[src/rtl/seg7_scan_reader.sv]
// Recovers hex digits from a multiplexed, active-low 7-segment display scan.
// Optional decimal-point capture is enabled by defining SEG7_READER_DP_EN.
module seg7_scan_reader #(
    parameter int STABLE_CYCLES = 4
) (
    input  logic        clk,
    input  logic        rst,
    input  logic [6:0]  seg_n,
    input  logic [3:0]  dig_en_n,
`ifdef SEG7_READER_DP_EN
    input  logic        dp_n,
    output logic [3:0]  dp,
`endif
    output logic [15:0] digits,
    output logic [3:0]  valid,
    output logic        pat_err,
    output logic        strobe_err,
    output logic        frame_done
);

`ifdef SEG7_READER_DP_EN
    localparam int SW = 12;
`else
    localparam int SW = 11;
`endif

    localparam logic [1:0] ST_IDLE   = 2'd0;
    localparam logic [1:0] ST_SETTLE = 2'd1;
    localparam logic [1:0] ST_HOLD   = 2'd2;

    localparam logic [7:0] LP_STABLE = 8'(STABLE_CYCLES);

    function automatic logic [2:0] f_low_count(input logic [3:0] v);
        logic [2:0] n;
        n = '0;
        for (int k = 0; k < 4; k++) begin
            n = n + {2'b00, ~v[k]};
        end
        return n;
    endfunction

    function automatic logic [1:0] f_idx(input logic [3:0] v);
        case (v)
            4'b1110: return 2'd0;
            4'b1101: return 2'd1;
            4'b1011: return 2'd2;
            4'b0111: return 2'd3;
            default: return 2'd0;
        endcase
    endfunction

    // Returns {legal, value}; lit is the gfedcba pattern with 1 = segment on.
    function automatic logic [4:0] f_decode(input logic [6:0] lit);
        case (lit)
            7'h3F:   return {1'b1, 4'h0};
            7'h06:   return {1'b1, 4'h1};
            7'h5B:   return {1'b1, 4'h2};
            7'h4F:   return {1'b1, 4'h3};
            7'h66:   return {1'b1, 4'h4};
            7'h6D:   return {1'b1, 4'h5};
            7'h7D:   return {1'b1, 4'h6};
            7'h07:   return {1'b1, 4'h7};
            7'h7F:   return {1'b1, 4'h8};
            7'h6F:   return {1'b1, 4'h9};
            7'h77:   return {1'b1, 4'hA};
            7'h7C:   return {1'b1, 4'hB};
            7'h39:   return {1'b1, 4'hC};
            7'h5E:   return {1'b1, 4'hD};
            7'h79:   return {1'b1, 4'hE};
            7'h71:   return {1'b1, 4'hF};
            default: return 5'h00;
        endcase
    endfunction

    logic [SW-1:0] w_in;
    logic [SW-1:0] r_sync_p0;
    logic [SW-1:0] r_sync_p1;
    logic [SW-1:0] r_ref;
    logic [SW-1:0] w_ref_nx;
    logic [1:0]    r_state;
    logic [1:0]    w_state_nx;
    logic [7:0]    r_cnt;
    logic [7:0]    w_cnt_nx;
    logic [7:0]    w_cnt_inc;
    logic          w_capture;
    logic [3:0]    w_dig;
    logic [2:0]    w_low;
    logic          w_onehot;
    logic          w_multi;
    logic          w_changed;
    logic          r_multi_q;
    logic [1:0]    w_idx;
    logic [4:0]    w_dec;
    logic [3:0]    w_valid_after;
    logic [15:0]   r_digits;
    logic [3:0]    r_valid;
    logic          r_pat_err;
    logic          r_strobe_err;
    logic          r_frame_done;

`ifdef SEG7_READER_DP_EN
    logic [3:0]    r_dp;
    assign w_in = {dp_n, dig_en_n, seg_n};
    assign dp   = r_dp;
`else
    assign w_in = {dig_en_n, seg_n};
`endif

    // Stage p0/p1: two-flop synchronizer, idles at "nothing lit, no strobe".
    always_ff @(posedge clk or posedge rst) begin
        if (rst) begin
            r_sync_p0 <= '1;
            r_sync_p1 <= '1;
        end else begin
            r_sync_p0 <= w_in;
            r_sync_p1 <= r_sync_p0;
        end
    end

    assign w_dig     = r_sync_p1[10:7];
    assign w_low     = f_low_count(w_dig);
    assign w_onehot  = (w_low == 3'd1);
    assign w_multi   = (w_low > 3'd1);
    assign w_changed = (r_sync_p1 != r_ref);
    assign w_cnt_inc = r_cnt + 8'd1;

    // The reference sample counts as the first stable cycle.
    always_comb begin
        w_state_nx = r_state;
        w_cnt_nx   = r_cnt;
        w_ref_nx   = r_ref;
        w_capture  = 1'b0;
        case (r_state)
            ST_IDLE: begin
                if (w_onehot) begin
                    w_ref_nx   = r_sync_p1;
                    w_cnt_nx   = 8'd1;
                    w_state_nx = ST_SETTLE;
                end
            end
            ST_SETTLE: begin
                if (w_changed) begin
                    w_ref_nx   = r_sync_p1;
                    w_cnt_nx   = 8'd1;
                    w_state_nx = w_onehot ? ST_SETTLE : ST_IDLE;
                end else if (w_cnt_inc >= LP_STABLE) begin
                    w_cnt_nx   = w_cnt_inc;
                    w_capture  = 1'b1;
                    w_state_nx = ST_HOLD;
                end else begin
                    w_cnt_nx   = w_cnt_inc;
                end
            end
            ST_HOLD: begin
                if (w_changed) begin
                    w_ref_nx = r_sync_p1;
                    if (w_onehot) begin
                        w_cnt_nx   = 8'd1;
                        w_state_nx = ST_SETTLE;
                    end else begin
                        w_cnt_nx   = 8'd0;
                        w_state_nx = ST_IDLE;
                    end
                end
            end
            default: begin
                w_cnt_nx   = 8'd0;
                w_state_nx = ST_IDLE;
            end
        endcase
    end

    // Stage p2: scan FSM and reference sample.
    always_ff @(posedge clk or posedge rst) begin
        if (rst) begin
            r_state <= ST_IDLE;
            r_cnt   <= 8'd0;
            r_ref   <= '1;
        end else begin
            r_state <= w_state_nx;
            r_cnt   <= w_cnt_nx;
            r_ref   <= w_ref_nx;
        end
    end

    assign w_idx         = f_idx(r_ref[10:7]);
    assign w_dec         = f_decode(~r_ref[6:0]);
    assign w_valid_after = r_valid | (4'b0001 << w_idx);

    // Stage p3: captured digits and one-cycle status pulses.
    always_ff @(posedge clk or posedge rst) begin
        if (rst) begin
            r_digits     <= 16'h0000;
            r_valid      <= 4'b0000;
            r_pat_err    <= 1'b0;
            r_strobe_err <= 1'b0;
            r_frame_done <= 1'b0;
            r_multi_q    <= 1'b0;
`ifdef SEG7_READER_DP_EN
            r_dp         <= 4'b0000;
`endif
        end else begin
            r_pat_err    <= 1'b0;
            r_frame_done <= 1'b0;
            r_multi_q    <= w_multi;
            r_strobe_err <= w_multi & ~r_multi_q;
            if (w_capture) begin
`ifdef SEG7_READER_DP_EN
                r_dp[w_idx] <= ~r_ref[11];
`endif
                if (w_dec[4]) begin
                    r_digits[{w_idx, 2'b00} +: 4] <= w_dec[3:0];
                    r_valid[w_idx]                <= 1'b1;
                    r_frame_done <= (w_idx == 2'd3) && (&w_valid_after);
                end else begin
                    r_valid[w_idx] <= 1'b0;
                    r_pat_err      <= 1'b1;
                end
            end
        end
    end

    assign digits     = r_digits;
    assign valid      = r_valid;
    assign pat_err    = r_pat_err;
    assign strobe_err = r_strobe_err;
    assign frame_done = r_frame_done;

endmodule

[config.mk]
export PLATFORM = sky130hd
export DESIGN_NAME = seg7_scan_reader
export DESIGN_NICKNAME = d
export VERILOG_FILES = /design/src/rtl/seg7_scan_reader.sv
export SDC_FILE = /design/constraint.sdc
export NUM_CORES = 1
export LEC_CHECK = 0
export CORE_ASPECT_RATIO = 1.25
export CORE_MARGIN = 5
export CORE_UTILIZATION = 61
export DETAILED_ROUTE_END_ITERATION = 10
export PLACE_DENSITY = 0.85
export REMOVE_ABC_BUFFERS = 1
export SLEW_MARGIN = 20
export SYNTH_ARGS = -nofsm -noshare
export SYNTH_HDL_FRONTEND = slang
export SYNTH_SLANG_ARGS = --single-unit
[constraint.sdc]
create_clock -name clk -period 8.65 [get_ports clk]
set_clock_uncertainty 0.1 [all_clocks]
set_input_delay 1.73 -clock clk [delete_from_list [all_inputs] [get_ports clk]]
set_output_delay 1.73 -clock clk [all_outputs]
set_load 0.005 [all_outputs]
==> impl_metrics.yaml, run 1 <==
yosys:
  syn-cell-area_um2: 3346
  postSynthAreaPerCell_um2: 11.19
  async_reset_ff_share_pct: 100.0
  synth_common_cells: "34 x dfrtp_1, 33 x dfstp_2, 24 x mux2_2, 22 x nand2_1"
  synthCells: 299
  synth_top_family_by_area: "simple AND/OR/NAND/NOR gates"
  yosysUniqueCellTypes: 50
  muxShareOfSynthArea_pct: 8.078
  synth_seq_area_share_pct: 51.35
  ys_warn_count: 0
  synth-simple-area-share_pct: 15.63
  synth-seq-cells: 67
  yosys.area.top_type_share_pct: 25.92
  synth_xor_area_share_pct: 4.712
  synth_edf_count: 0
  synth_area_leaders: "dfstp_2 26%, dfrtp_1 25%, mux2_2 8.1%, ha_1 5.2%, xor2_1 4.5%"
  synthFlopType: "dfrtp_1"
  synthMostInstantiatedCell: "dfrtp_1"
  yosysTopAreaCell: "dfstp_2"
  synth-compound-area-share_pct: 10.58
  synth_adder_area_share_pct: 5.834
pwr:
  powerDensity_nw_per_um2: 246.6
  leakage_uw: 0.001644
  peakVddDrop_mv: 0.1644
hold_path:
  holdPathStages: 0
  hp-start: "r_sync_p0[8]"
  hold_class: "reg2reg"
  whs_endpoint: "r_sync_p1[8]"
clocking:
  clock_latency_ps: 340
  htreeDepth: 3
  clockRootBuffer: "clkbuf_8"
  holdBufCountCts: 0
  cts_tree: "yes"
  clock-sinks: 67
  post_cts_resized: 0
  postCtsSetupBuffers: 0
  cts_buffers: 9
  path_clk_slew_ps: 60
  clk_path_buf_depth: 2
placement:
  port_buffers: 35
  dp_hpwl_um: 4370
  gp_congestion: 0.8035
final_layout:
  diodes: 0
  utilization_pct: 72.63
  final_layout_size_suffix_gt1_share_pct: 23.81
  syn_to_final_growth_pct: 16.53
  fillers: 380
  layout.nets: 359
worst_setup_path:
  rr_worst_depth: 9
  r2r_start: "r_sync_p1[8]"
  criticalPathCategory: "reg2reg"
  cp-start-kind: "register"
  r2r_end: "r_ref[10]"
  crit_arrival_ps: 3540
  cp_max_fo: 12
  r2r_slack_ps: 5280
  critPathCaptureType: "register"
  required_ps: 8810
detailed_routing:
  wl_um: 6172
  viasPerCell: 5.785
  drt_iter0_drc: 164
  ant_nets: 0
  wl_per_cell_um: 15.43
  drc: 0
  first_pass_iters: 4
  vias: 2314
sta:
  setup_viol: 0
  hold_viol: 0
  worst_slew_pin_slew_ps: 938.5
  timing.hold.ws_ps: 255.7
  grt_setup_unrepaired: "false"
  slew_headroom_pct: 37.32
  period_share_pct: 39.01
  max_freq_mhz: 296.4
  finalMaxSlewViolations: 0
  fin_tns_setup_ps: 0
  fin_crit_ps: 3374
global_routing:
  grt_usage_pct: 18.10
  grt_start_max_net_pins: 68
  grt_pass1_wl_um: 10380
  grt_pass1_vias: 2267
  overflow: 0
  antenna_found_initial: 0
floorplan:
  io_pins: 36
  core_area_um2: 5368
  initial_core_util_pct: 62.33
  fp.dieH_um: 92.80
  num_rows: 30
  fp.dieW_um: 76.24
  die-area_um2: 7075
flow_run:
  max_cap_viol_count: 0
status:
  outcome: "complete, no violations"
==> critical path: stages (launching register included) <==
cell and delay (ps):
dfstp_2 570, fa_1 420, inv_1 70, ha_1 160
inv_1 50, ha_1 260, nor3b_1 310, nor2b_1 150
a211oi_2 810, mux2_2 420
==> sequential cells by signal, indices dropped and copies added (netlist names), named ones only <==
register    count
r_state         2
r_sync_p1      11
strobe_err      1
digits         16
pat_err         1
r_multi_q       1
r_sync_p0      11
r_ref          11
r_cnt           8
frame_done      1
==> area by class of cell <==
class / instances / area [um^2] / area share, %
timing repair buffer: 36 / 357.8 / 9.178
clock buffer: 11 / 141.4 / 3.626
sequential: 67 / 1718 / 44.06
tap: 64 / 80.08 / 2.054
inverter: 13 / 48.80 / 1.252
multi-input combinational: 204 / 1500 / 38.48
clock inverter: 5 / 52.55 / 1.348
==> worst max-delay path by stage <==
stage | depth (start not counted) | start | end | slack (ps)
floorplan | 1 | rst | async pin | 5190
global placement | 9 | r_sync_p1[8] | r_ref[8] | 5350
detailed placement | 9 | r_sync_p1[8] | r_ref[9] | 5270
CTS | 9 | r_sync_p1[8] | r_ref[9] | 5290
global route | 9 | r_sync_p1[8] | r_ref[8] | 5040
finish | 9 | r_sync_p1[8] | r_ref[10] | 5280
==> through the flow <==
step	worst slack (ps)	power [uW]	std cells	cell area, um^2
after floorplan	5191	634.1	284	3267
after global placement	5355	693.0	384	3705
after detailed placement	5270	708.7	384	3705
after CTS	5290	966.3	400	3899
after global routing	5040	1017	400	3899
final	5276	961.4	400	3899
==> power breakdown <==
| group | leakage (uW) | switching (uW) | internal (uW) |
|---|---|---|---|
| Clock | 0.0000991 | 115 | 140 |
| Combinational | 0.000732 | 137 | 115 |
| Sequential | 0.000813 | 84.8 | 370 |
| Total | 0.00164 | 336 | 625 |
==> cell usage in the layout, fill, tap and decap left out, types with 3 or more instances in the layout <==
cell	synthesis	layout
clkdlybuf4s50_1	0	35
dfrtp_1	34	34
dfstp_2	33	33
mux2_2	24	24
nand2_1	22	22
xor2_1	17	17
nor2_1	17	17
ha_1	14	14
a21oi_1	12	12
nand3_1	12	12
inv_1	13	12
o21ai_0	11	11
nor3_1	10	10
clkbuf_8	0	10
nor3b_1	5	5
nand4_1	4	4
a21o_1	4	4
o2bb2ai_1	4	4
and3_1	3	3
nor4_1	3	3
o31ai_1	3	3
a41oi_1	3	3
o22ai_1	3	3
clkinv_2	0	3
==> cells by family (layout without fill, tap and decap cells) <==
kind of cell               Yosys count  in the layout
xor gates and xnor gates            18             18
adders and majority gates           15             15
muxes                               24             24
and+or+nand+nor                     94             94
buffers and inverters               28             65
AOI/OAI and AO/OA                   53             53
DFF                                 67             67
==> per-layer routing <==
| layer | vias up | wire [um] | part of all wire [%] | GRT usage (%) |
|---|---|---|---|---|
| li1 | 1128 | - | - | - |
| met1 | 1138 | 2712 | 44 | 21.57 |
| met2 | 39 | 3156 | 51 | 31.43 |
| met3 | 9 | 203 | 3.3 | 4.086 |
| met4 | 0 | 100 | 1.6 | 7.434 |
| met5 | - | 0 | 0 | 0 |
No activity file was read; power rests on OpenSTA's default activity.
==> run 2, diff against run 1 <==
--- a/config.mk
+++ b/config.mk
@@ -7,9 +7,9 @@
 export LEC_CHECK = 0
 export CORE_ASPECT_RATIO = 1.25
 export CORE_MARGIN = 5
-export CORE_UTILIZATION = 61
+export CORE_UTILIZATION = 51
 export DETAILED_ROUTE_END_ITERATION = 10
-export PLACE_DENSITY = 0.85
+export PLACE_DENSITY = 0.76
 export REMOVE_ABC_BUFFERS = 1
 export SLEW_MARGIN = 20
 export SYNTH_ARGS = -nofsm -noshare
==> constraint.sdc (replaced) <==
create_clock -name clk -period 3.1 [get_ports clk]
set_clock_uncertainty 0.1 [all_clocks]
set_input_delay 0.62 -clock clk [delete_from_list [all_inputs] [get_ports clk]]
set_output_delay 0.62 -clock clk [all_outputs]
set_load 0.005 [all_outputs]
==> run 2 against run 1 <==
Compared with the run above: largest power group unchanged; highest routed layer unchanged; critical path type unchanged; maximum frequency increased by 14%; total power increased to 2.9 times the previous value; die area is 17% higher.
==> impl_metrics.yaml, run 2 (synthesized netlist as in run 1, its figures left out) <==
status:
  outcome: "complete, no violations"
detailed_routing:
  drc: 0
  first_pass_iters: 4
  top_layer_used: "met4"
  vias: 2334
  wl_um: 6255
  route.met3.wl_um: 241
  viasPerCell: 5.428
  wl_met1_um: 2647
  wl_met2_um: 3308
  ant_nets: 0
  drt_iter0_drc: 131
  wl_per_cell_um: 14.55
worst_setup_path:
  r2r_end: "r_state[0]"
  r2r_slack_ps: 140
  worst_path_max_delay_cell: "dfstp_2"
  critPathCaptureType: "register"
  crit_arrival_ps: 3090
  cp_max_fo: 7
  cp-start-kind: "register"
  criticalPathCategory: "reg2reg"
  cpPeakStageDelay_ps: 560
  required_ps: 3230
  r2r_start: "r_sync_p1[8]"
  rr_worst_depth: 10
  crit_path_cell_trace: "fa_1 > inv_1 > ha_1 > inv_1 > ha_1 > nor3b_2 > nor2b_1 > a21o_1 > a31oi_1 > mux2_2"
pwr:
  p_sw_share_pct: 34.05
  intPower_uw: 1837
  p_switching_uw: 948.7
  p_clk_share_pct: 28.8
  seq_power_share_pct: 45.7
  peakVddDrop_mv: 0.5088
  leakage_uw: 0.001700
  p_comb_share_pct: 25.5
  powerDensity_nw_per_um2: 692.4
global_routing:
  grt_usage_pct: 17.26
  overflow: 0
  grt_start_max_net_pins: 26
  grt_pass1_vias: 2392
  grt_pass1_wl_um: 11090
  antenna_found_initial: 0
clocking:
  htreeDepth: 3
  postCtsSetupBuffers: 0
  cts_buffers: 9
  post_cts_resized: 0
  clockRootBuffer: "clkbuf_8"
  holdBufCountCts: 0
  cts_tree: "yes"
  clock_latency_ps: 350
  path_clk_slew_ps: 70
  clock-sinks: 67
  clk_path_buf_depth: 2
sta:
  hold_viol: 0
  setup_viol: 0
  fin_crit_ps: 2958
  worst_slew_pin_slew_ps: 744.9
  max_freq_mhz: 338.1
  period_share_pct: 95.41
  fin_ws_ps: 142.2
  finalMaxSlewViolations: 0
  slew_headroom_pct: 50.00
final_layout:
  largest_reg_flops: 16
  final_layout_size_suffix_gt1_share_pct: 26.24
  utilization_pct: 62.07
  fin_area_um2: 4024
  layout.nets: 366
  layout_commonest_cell: "clkdlybuf4s50_1"
  syn_to_final_growth_pct: 20.27
  final_cell_mix: "35 x clkdlybuf4s50_1, 34 x dfrtp_1, 33 x dfstp_2"
  diodes: 0
placement:
  dp_hpwl_um: 4504
  placed_area_um2: 3786
  gp_congestion: 0.8217
  port_buffers: 35
  pre_cts_slack_ps: 104.7
floorplan:
  die-area_um2: 8290
  fp.dieH_um: 100.6
  io_pins: 36
  core_area_um2: 6482
  num_rows: 33
  initial_core_util_pct: 51.61
  fp.dieW_um: 82.45
hold_path:
  hold_class: "reg2reg"
  holdPathStages: 0
  whs_endpoint: "r_sync_p1[1]"
  hp-start: "r_sync_p0[1]"
flow_run:
  max_cap_viol_count: 0
==> run 2: cell types whose count changed in the layout (fill, tap and decap cells not counted), sizes merged <==
| cell | before | now |
|---|---|---|
| clkinvlp | 1 | 0 |
| clkbuf | 11 | 12 |
| buf | 1 | 8 |
| inv | 13 | 16 |
| clkinv | 3 | 0 |
==> run 2: power groups by stage <==
stage,Sequential (uW),Clock [uW],Combinational [uW]
floorplan,1220,0,552
global route,1300,875,805
global placement,1280,0,686
detailed placement,1290,0,703
finish,1270,802,710
CTS,1270,823,711
==> run 2: layout make-up <==
| cell class | count | area [um^2] |
|---|---|---|
| clock buffer | 12 | 176.4 |
| inverter | 13 | 48.80 |
| multi-input combinational | 204 | 1510 |
| sequential | 67 | 1718 |
| tap | 87 | 108.9 |
| fill | 543 | 2459 |
| timing repair buffer | 43 | 410.4 |
| clock inverter | 4 | 51.30 |
==> run 2: per-layer routing <==
metal / up-vias / track usage [%]
met5: - / 0
met4: 0 / 5.627
met3: 6 / 4.651
met2: 50 / 28.52
met1: 1140 / 21.67
li1: 1138 / -
==> run 2: how the worst max path moves through the flow <==
stage,from,end
6_report,r_sync_p1[8],r_state[0]
5_1_grt,r_sync_p1[8],r_state[0]
4_1_cts,r_sync_p1[8],r_state[0]
3_5_place_dp,r_sync_p1[8],r_cnt[2]
3_3_place_gp,r_sync_p1[8],r_cnt[2]
2_1_floorplan,r_sync_p1[8],r_ref[0]
==> run 2: worst max-delay path: cells and delay by family, from the launching register on <==
kind	cells	cell delay (ps)
and+or+nand+nor	2	320
DFF	1	560
AOI/OAI and AO/OA	2	520
muxes	1	380
adders and majority gates	3	850
buffers and inverters	2	110
==> run 2: stage by stage <==
stage | total power [uW] | TNS [ps] | hold WS (ps) | std cells
after floorplan | 1769 | 0 | 245.2 | 284
after global placement | 1962 | 0 | 245.6 | 414
after detailed placement | 1989 | 0 | 247.2 | 414
after CTS | 2807 | 0 | 257.6 | 430
after global routing | 2984 | -11.01 | 258.9 | 430
final | 2786 | 0 | 255.9 | 430
